### src/rtl/alarm_seq_if.sv
// alarm_seq_if: bundles the alarm sequencer's control inputs and status outputs.
// master = upstream side (comparator, tick source, buttons); slave = the sequencer.
// Pulse semantics: sec_tick, snooze and stop are single-cycle pulses sampled on
// the rising clock edge; there is no backpressure and no ready signal.
// state is a read-only debug view of the sequencer FSM (0 idle, 1 ring, 2 snooze).
interface alarm_seq_if #(
  parameter int CNT_W = 2
) ();
  logic             sec_tick;
  logic             match;
  logic             alarm_en;
  logic             snooze;
  logic             stop;
  logic             ring;
  logic             snoozing;
  logic             missed;
  logic [CNT_W-1:0] snooze_cnt;
  logic [1:0]       state;

  modport master (
    output sec_tick, match, alarm_en, snooze, stop,
    input  ring, snoozing, missed, snooze_cnt, state
  );

  modport slave (
    input  sec_tick, match, alarm_en, snooze, stop,
    output ring, snoozing, missed, snooze_cnt, state
  );
endinterface

### src/rtl/alarm_sequencer.sv
// alarm_sequencer: turns the level-valued alarm match into a ringing session with
// bounded ring time, limited snoozes and a stop button. Triggers only on the
// rising edge of match, so a stopped alarm does not re-ring in the same minute.
// Optional feature macro ALARM_SEQ_BEEP_EN: when defined, ring beeps 1 s on /
// 1 s off while ringing (starting on); otherwise ring is steady high in RING.
module alarm_sequencer #(
  parameter int RING_SECS   = 60,
  parameter int SNOOZE_SECS = 300,
  parameter int MAX_SNOOZES = 3
) (
  input logic        clk,
  input logic        rst_n,
  alarm_seq_if.slave bus
);

  localparam int MAX_T = (RING_SECS > SNOOZE_SECS) ? RING_SECS : SNOOZE_SECS;
  localparam int TW    = $clog2(MAX_T + 1);
  localparam int CNT_W = (MAX_SNOOZES < 1) ? 1 : $clog2(MAX_SNOOZES + 1);

  typedef enum logic [1:0] {
    S_IDLE   = 2'd0,
    S_RING   = 2'd1,
    S_SNOOZE = 2'd2
  } state_e;

  state_e           state_q, state_d;
  logic             match_q;
  logic [TW-1:0]    timer_q, timer_d;
  logic [CNT_W-1:0] cnt_q, cnt_d;
  logic             missed_q, missed_d;
  logic             ring_q, ring_d;
  logic             snoozing_q, snoozing_d;
`ifdef ALARM_SEQ_BEEP_EN
  logic             beep_q, beep_d;
`endif

  logic trig;
  logic timer_one;
  logic snooze_ok;

  assign trig      = bus.match & ~match_q & bus.alarm_en;
  assign timer_one = (timer_q == TW'(1));
  assign snooze_ok = (int'(cnt_q) < MAX_SNOOZES);

  // FSM state register
  always_ff @(posedge clk or negedge rst_n) begin
    if (!rst_n) begin
      state_q <= S_IDLE;
    end else begin
      state_q <= state_d;
    end
  end

  // Next-state logic; priority order inside each state matters
  always_comb begin
    state_d = state_q;
    case (state_q)
      S_IDLE: begin
        if (trig) state_d = S_RING;
      end
      S_RING: begin
        if (!bus.alarm_en)                   state_d = S_IDLE;
        else if (bus.stop)                   state_d = S_IDLE;
        else if (bus.snooze && snooze_ok)    state_d = S_SNOOZE;
        else if (bus.sec_tick && timer_one)  state_d = S_IDLE;
      end
      S_SNOOZE: begin
        if (!bus.alarm_en)                   state_d = S_IDLE;
        else if (bus.stop)                   state_d = S_IDLE;
        else if (bus.sec_tick && timer_one)  state_d = S_RING;
      end
      default: state_d = S_IDLE;
    endcase
  end

  // Datapath and registered-output next values, driven by the FSM decision
  always_comb begin
    timer_d    = timer_q;
    cnt_d      = cnt_q;
    missed_d   = missed_q;
    // stop clears the missed flag in every state
    if (bus.stop) missed_d = 1'b0;
    case (state_q)
      S_IDLE: begin
        if (trig) begin
          timer_d  = TW'(RING_SECS);
          cnt_d    = '0;
          missed_d = 1'b0;
        end
      end
      S_RING: begin
        if (state_d == S_SNOOZE) begin
          timer_d = TW'(SNOOZE_SECS);
          cnt_d   = cnt_q + CNT_W'(1);
        end else if (state_d == S_IDLE) begin
          timer_d = '0;
          // only an unanswered timeout reaches IDLE while armed and not stopped
          if (bus.alarm_en && !bus.stop) missed_d = 1'b1;
        end else if (bus.sec_tick) begin
          timer_d = timer_q - TW'(1);
        end
      end
      S_SNOOZE: begin
        if (state_d == S_RING) begin
          timer_d = TW'(RING_SECS);
        end else if (state_d == S_IDLE) begin
          timer_d = '0;
        end else if (bus.sec_tick) begin
          timer_d = timer_q - TW'(1);
        end
      end
      default: timer_d = '0;
    endcase
    snoozing_d = (state_d == S_SNOOZE);
`ifdef ALARM_SEQ_BEEP_EN
    beep_d = beep_q;
    if (state_d == S_RING && state_q != S_RING) beep_d = 1'b1;
    else if (state_q == S_RING && bus.sec_tick)  beep_d = ~beep_q;
    ring_d = (state_d == S_RING) & beep_d;
`else
    ring_d = (state_d == S_RING);
`endif
  end

  // Datapath and output registers
  always_ff @(posedge clk or negedge rst_n) begin
    if (!rst_n) begin
      match_q    <= 1'b0;
      timer_q    <= '0;
      cnt_q      <= '0;
      missed_q   <= 1'b0;
      ring_q     <= 1'b0;
      snoozing_q <= 1'b0;
`ifdef ALARM_SEQ_BEEP_EN
      beep_q     <= 1'b0;
`endif
    end else begin
      match_q    <= bus.match;
      timer_q    <= timer_d;
      cnt_q      <= cnt_d;
      missed_q   <= missed_d;
      ring_q     <= ring_d;
      snoozing_q <= snoozing_d;
`ifdef ALARM_SEQ_BEEP_EN
      beep_q     <= beep_d;
`endif
    end
  end

  assign bus.ring       = ring_q;
  assign bus.snoozing   = snoozing_q;
  assign bus.missed     = missed_q;
  assign bus.snooze_cnt = cnt_q;
  assign bus.state      = state_q;

endmodule

### src/flat_wrapper.sv
// flat-port wrapper written by rule: the top's interface ports become plain ports
module alarm_sequencer_flat 
#(
  parameter int RING_SECS   = 60,
  parameter int SNOOZE_SECS = 300,
  parameter int MAX_SNOOZES = 3
)
  (clk, rst_n, bus_sec_tick, bus_match, bus_alarm_en, bus_snooze, bus_stop, bus_ring, bus_snoozing, bus_missed, bus_snooze_cnt, bus_state);
  alarm_seq_if #(.CNT_W((2))) bus_i ();
  input logic clk;
  input logic rst_n;
  input wire logic [$bits(bus_i.sec_tick)-1:0] bus_sec_tick;
  input wire logic [$bits(bus_i.match)-1:0] bus_match;
  input wire logic [$bits(bus_i.alarm_en)-1:0] bus_alarm_en;
  input wire logic [$bits(bus_i.snooze)-1:0] bus_snooze;
  input wire logic [$bits(bus_i.stop)-1:0] bus_stop;
  output wire logic [$bits(bus_i.ring)-1:0] bus_ring;
  output wire logic [$bits(bus_i.snoozing)-1:0] bus_snoozing;
  output wire logic [$bits(bus_i.missed)-1:0] bus_missed;
  output wire logic [$bits(bus_i.snooze_cnt)-1:0] bus_snooze_cnt;
  output wire logic [$bits(bus_i.state)-1:0] bus_state;
  assign bus_i.sec_tick = bus_sec_tick;
  assign bus_i.match = bus_match;
  assign bus_i.alarm_en = bus_alarm_en;
  assign bus_i.snooze = bus_snooze;
  assign bus_i.stop = bus_stop;
  assign bus_ring = bus_i.ring;
  assign bus_snoozing = bus_i.snoozing;
  assign bus_missed = bus_i.missed;
  assign bus_snooze_cnt = bus_i.snooze_cnt;
  assign bus_state = bus_i.state;
  alarm_sequencer #(.RING_SECS(RING_SECS), .SNOOZE_SECS(SNOOZE_SECS), .MAX_SNOOZES(MAX_SNOOZES)) u_core (.clk(clk), .rst_n(rst_n), .bus(bus_i));
endmodule
### config.mk
export PLATFORM = sky130hd
export DESIGN_NAME = alarm_sequencer_flat
export DESIGN_NICKNAME = d
export VERILOG_FILES = /design/src/rtl/alarm_seq_if.sv /design/src/rtl/alarm_sequencer.sv /design/src/flat_wrapper.sv
export SDC_FILE = /design/constraint.sdc
export NUM_CORES = 1
export LEC_CHECK = 0
export CAP_MARGIN = 20
export CORE_MARGIN = 1.5
export CORE_UTILIZATION = 52
export DETAILED_ROUTE_END_ITERATION = 8
export HOLD_SLACK_MARGIN = 0.08
export PLACE_DENSITY = 0.76
export SETUP_SLACK_MARGIN = 0.2
export SYNTH_ARGS = -nofsm -noshare
export SYNTH_HDL_FRONTEND = slang
export SYNTH_SLANG_ARGS = --single-unit
export TNS_END_PERCENT = 10
### constraint.sdc
create_clock -name clk -period 2.5 [get_ports clk]
set_input_delay 0.375 -clock clk [delete_from_list [all_inputs] [get_ports clk]]
set_output_delay 0.375 -clock clk [all_outputs]
set_load 0.1 [all_outputs]
==> out/results.ini, run 1 <==
[run_status]
run_status = finished, final reports clean

[timing]
slew_headroom_pct = 50.7
maxSlewViolCount = 0
worst_pin_slew_ps = 737
period_needed_ps = 2070
fmax_mhz = 484
fin_crit_sh_pct = 82.7
clock_skew_ps = 4.96
rsz0062_at_grt = false
tns_ps = 0
finalSetupViolCount = 0
finalHoldViolCount = 0

[setup_path]
start_kind = flop
cp-startpoint = u_core.timer_q[1]$_DFFE_PN0N_
cp_data_required_time_ps = 2670
path_buf_inv = 1
ff2ff_setup_slack_ps = 430
crit_family = simple AND/OR/NAND/NOR gates
crit_chain = inv_1 > ha_1 > or4bb_1 > nor4_4 > nor3_2 > a21bo_4 > o2111ai_2
critical_path.endpoint_type = flop
r2r_end = u_core.timer_q[2]$_DFFE_PN0N_
reg2reg_depth = 7
slowest_delay_ps = 520
path_max_fanout = 10
worstPathArrival_ps = 2240
worst-setup-path-type = reg2reg
slowest_stage = or4bb_1
r2r_start = u_core.timer_q[1]$_DFFE_PN0N_

[final_layout]
fillers = 161
insertedDiodeCount = 0
final_util_pct = 66.5
nets = 131
multi_input_area_sq_um = 536
final_area_sq_um = 1160
area.growth.synth_to_final_pct = 17.5
seq_area_sq_um = 428
drive_gt1_share_pct = 19.2

[drt]
drt_iter0_drc = 23
wl_um = 1980
wl_per_cell_um = 13.7
ant_nets = 0
via_per_inst = 5.77
drtPass1Iterations = 4
drc = 0
route.vias.total = 836

[grt]
grt_use_met3_pct = 7.45
antenna_found_initial = 0
grt_start_max_net_pins = 18
first_global_vias = 772
grt.total_usage_pct = 21.9
grtUsageMet1_pct = 28.9
grt_pass1_wl_um = 3280
top_usage_layer = met2
use_met2_pct = 33.3
gr-total-overflow = 0

[power_and_ir_drop]
max-vdd-ir-drop_mv = 0.458
p_leak_nw = 0.495
p_per_area_nw_per_um2 = 560

[cts]
postCtsHoldBufs = 0
htreeDepth = 1
post_cts_buffers = 0
clk_latency_ps = 290
clock_sinks = 17
cts_tree = yes
clkTransAtPathRegs_ps = 90
cts_made_buffers = 3
cts_resized = 0
root_buffer = clkbuf_4
clockBufferDepth = 2

[synth]
syn-cell-area_sq_um = 987
synth_edf_count = 0
synth.distinct_cells = 39
yosys_register_bits = 17
synth_ff_type = dfrtp_1
ys_warn_count = 0
synth_fp_nets = 113
synthTopCellsByArea = dfrtp_1 (43%), nand2_1 (4.2%), ha_1 (3.8%), nor3_1 (3.5%), nand3b_1 (3.0%)
synth_top_area_cell = dfrtp_1
synth_top_area_share_pct = 43.1
yosysSeqAreaShare_pct = 43.1
async_reset_ff_share_pct = 100
syn_area_per_cell_sq_um = 9.58
synthCells = 103
synth_common_cells = dfrtp_1 (17), nand2_1 (11), nor2_1 (8)
synthMostInstantiatedCell = dfrtp_1

[place]
gp_congestion = 0.882
placed_area_sq_um = 1130
numPortBuffers = 13
hpwl_um = 1510

[worst_hold_path]
hp-class = in2async

[floorplan]
die_y_um = 46.6
die_w_um = 46.6
design.core.area_sq_um = 1750
std_cell_rows = 15
ios = 14
dieArea_sq_um = 2170
initial_core_util_pct = 56.6

[run]
drv_cap = 0

## cell families after synthesis
group,count (synthesis),synth area share (%)
AND/OR/NAND/NOR,53,31.8
adder cells (fa/ha/maj),3,3.80
XOR/XNOR,1,0.887
buffers and inverters,5,2.66
flip-flops,17,43.1
AO/OA/AOI/OAI,24,17.7
## layout make-up
type | count | area share [%]
Sequential cell | 17 | 36.9
Timing Repair Buffer | 15 | 11.0
Tap cell | 25 | 2.70
Multi-Input combinational cell | 81 | 46.2
Clock buffer | 4 | 2.27
Inverter | 3 | 0.971
## report_power, final
| part | switching, W | leakage [nW] | internal [W] | total (W) |
|---|---|---|---|---|
| combinational | 0.000110 | 0.260 | 0.0000612 | 0.000171 |
| clock | 0.0000801 | 0.0150 | 0.0000621 | 0.000142 |
| sequential | 0.0000326 | 0.220 | 0.000304 | 0.000337 |
| total | 0.000223 | 0.495 | 0.000427 | 0.000650 |
## worst max-delay path by stage
stage | to | slack (ps) | cells past startpoint
6_report | u_core.timer_q[2]$_DFFE_PN0N_ | 430 | 7
2_1_floorplan | u_core.timer_q[2]$_DFFE_PN0N_ | 280 | 5
3_3_place_gp | u_core.timer_q[2]$_DFFE_PN0N_ | 260 | 6
3_5_place_dp | u_core.timer_q[2]$_DFFE_PN0N_ | 230 | 6
5_1_grt | u_core.timer_q[4]$_DFFE_PN0N_ | 260 | 7
4_1_cts | u_core.timer_q[2]$_DFFE_PN0N_ | 430 | 7
## placed cells by master, fill, tap and decap left out, types with 2 or more instances in the layout
cell / instances
nor3_1: 7
a21boi_0: 2
nor4_1: 2
or2b_2: 2
nand3_1: 3
nand3b_1: 4
clkbuf_4: 3
a31oi_1: 2
nand2b_1: 4
inv_1: 3
a21oi_1: 2
nand2_1: 11
o21ai_0: 5
buf_4: 9
o211ai_1: 2
o21ai_1: 2
dfrtp_2: 2
ha_1: 3
clkdlybuf4s50_1: 6
a21o_1: 2
or2_1: 2
nor2_1: 8
dfrtp_1: 15
## metal layers
layer  vias to the layer above  share of wire, %  wire, um
met1                       399                48       950
li1                        414                 -         -
met3                         2               5.3       106
met2                        21                46       910
met4                         0              0.76        15
met5                         -                 0         0
## stage by stage
stage	total power, W	std cells	hold slack, ps	worst slack, ps
5_1_grt	0.000692	145	545	256
2_1_floorplan	0.000466	103	79.4	275
3_5_place_dp	0.000512	141	498	235
6_report	0.000650	145	515	433
4_1_cts	0.000654	145	519	427
3_3_place_gp	0.000506	141	493	264
## state kept, by name, summed over array words and instances, names as in the netlist
signal and count:
u_core.timer_q 9, u_core.bus.snooze_cnt 2, u_core.bus.state 2, u_core.bus.missed 1, u_core.bus.ring 1, u_core.bus.snoozing 1
u_core.match_q 1
Power figures use the tool's default switching activity.
==> run 2, diff against run 1 <==
CORE_UTILIZATION = 47   (was 52)
PLACE_DENSITY = 0.72   (was 0.76)
clock period = 1.87 ns   (was 2.5 ns; I/O delays follow)
==> out/results.ini, run 2 (synthesized netlist as in run 1, its figures left out) <==
[floorplan]
dieArea_sq_um = 2380
die_w_um = 48.8
die_y_um = 48.8
std_cell_rows = 16
ios = 14
initial_core_util_pct = 50.3
design.core.area_sq_um = 1960

[drt]
route.met3.wl_um = 104
top_layer = met4
wl_per_cell_um = 13.6
met2_length_um = 1030
wl_um = 2130
route.vias.total = 876
routedLengthMet1_um = 979
ant_nets = 0
drt_iter0_drc = 28
drc = 0
via_per_inst = 5.58
drtPass1Iterations = 4

[setup_path]
reg2reg_depth = 8
path_max_fanout = 8
worst-setup-path-type = in2reg
crit_family = simple AND/OR/NAND/NOR gates
worstPathArrival_ps = 2020
crit_chain = clkdlybuf4s50_1 > or4bb_4 > nor4_4 > buf_6 > nor3_4 > a21bo_4 > o2111ai_2
path_buf_inv = 2
start_kind = primary input
r2r_end = u_core.timer_q[2]$_DFFE_PN0N_
slowest_stage = or4bb_4
cp_data_required_time_ps = 2030
ff2ff_setup_slack_ps = 9
slowest_delay_ps = 560
r2r_start = u_core.timer_q[1]$_DFFE_PN0N_
critical_path.endpoint_type = flop

[cts]
cts_made_buffers = 3
clk_latency_ps = 280
clockBufferDepth = 2
postCtsHoldBufs = 0
htreeDepth = 1
cts_tree = yes
clkTransAtPathRegs_ps = 90
root_buffer = clkbuf_4
clock_sinks = 17

[final_layout]
regMostFlops = u_core.timer_q
insertedDiodeCount = 0
largest_reg_flops = 9
final_util_pct = 67.0
nets = 141
fin_cells = 157
final_area_sq_um = 1310
area.growth.synth_to_final_pct = 33.1
drive_gt1_share_pct = 32.3
final_cell_mix = buf_4 (16), dfrtp_1 (12), nand2_1 (11)
final_common_cell = buf_4

[place]
hpwl_um = 1590
place_inst = 151
placed_area_sq_um = 1230
gp_congestion = 0.809
numPortBuffers = 13

[timing]
finalHoldViolCount = 0
fin_crit_sh_pct = 99.5
period_needed_ps = 1860
fmax_mhz = 537
worst_pin_slew_ps = 477
finalSetupViolCount = 0
slew_headroom_pct = 67.8
tns_ps = 0
maxSlewViolCount = 0
rsz0062_at_grt = true
clock_skew_ps = 0.440

[power_and_ir_drop]
switchingPower_w = 0.000309
p_leak_nw = 0.568
sw_frac_of_total_pct = 34.2
p_per_area_nw_per_um2 = 688
p_int_w = 0.000596
pwr-share-seq_pct = 50.6
clkPwrFrac_pct = 20.7
combPwrFrac_pct = 28.7
max-vdd-ir-drop_mv = 0.595

[grt]
grt_pass1_wl_um = 3630
first_global_vias = 833
gr-total-overflow = 0
antenna_found_initial = 0
grt.total_usage_pct = 19.8
grt_start_max_net_pins = 18

[worst_hold_path]
hp-class = in2async

[run]
drv_cap = 0

[run_status]
run_status = finished, final reports clean

==> run 2: worst register-to-register path, stage by stage, from the launching register on <==
cell and delay, ps:
dfrtp_1 410, inv_2 80, ha_4 110, or4bb_4 460, nor4_4 160, buf_6 180
nor3_4 60, a21bo_4 190, o2111ai_2 80
==> run 2: power groups by stage <==
stage / clock network, W / logic (W) / registers [W]
floorplan: 0 / 0.000127 / 0.000501
global placement: 0 / 0.000241 / 0.000457
detailed placement: 0 / 0.000243 / 0.000461
CTS: 0.000193 / 0.000252 / 0.000455
global route: 0.000213 / 0.000283 / 0.000465
finish: 0.000188 / 0.000259 / 0.000457
==> run 2: through the flow <==
| stage | setup slack, ps | hold WS [ps] | power, W |
|---|---|---|---|
| 2_1_floorplan | -50.8 | -15.1 | 0.000628 |
| 3_3_place_gp | -347 | 496 | 0.000698 |
| 3_5_place_dp | -394 | 496 | 0.000704 |
| 4_1_cts | 5.09 | 310 | 0.000900 |
| 5_1_grt | -107 | 321 | 0.000961 |
| 6_report | 8.69 | 308 | 0.000905 |
==> run 2: worst max-delay path by stage <==
stage | start | cells after the start | end
finish | bus_sec_tick | 7 | u_core.timer_q[2]$_DFFE_PN0N_
global route | u_core.timer_q[1]$_DFFE_PN0N_ | 8 | u_core.timer_q[5]$_DFFE_PN0N_
CTS | bus_sec_tick | 7 | u_core.timer_q[2]$_DFFE_PN0N_
detailed placement | bus_sec_tick | 7 | u_core.timer_q[5]$_DFFE_PN0N_
global placement | bus_sec_tick | 7 | u_core.timer_q[5]$_DFFE_PN0N_
floorplan | u_core.timer_q[1]$_DFFE_PN0N_ | 7 | u_core.timer_q[5]$_DFFE_PN0N_
==> run 2: layout make-up <==
type,instances,area [sq um]
repair buffers,24,211
clock buffers,4,26.3
inverters,3,11.3
flip-flops and latches,17,437
multi-input cells,82,594
fillers,163,648
well taps,27,33.8
==> run 2: metal layers <==
metal  up-vias  GRT usage [%]
li1        433              -
met2        26           30.8
met4         0           7.14
met3         6           3.37
met1       411           27.8
met5         -              0
==> run 2: repair_timing <==
item                                    CTS  global route
gates cloned                              1             0
gates resized for setup                   8             3
endpoints found under the setup margin   16            16
hold endpoints to repair                  0             0
setup buffers                             1             0
pin swaps                                 3             2
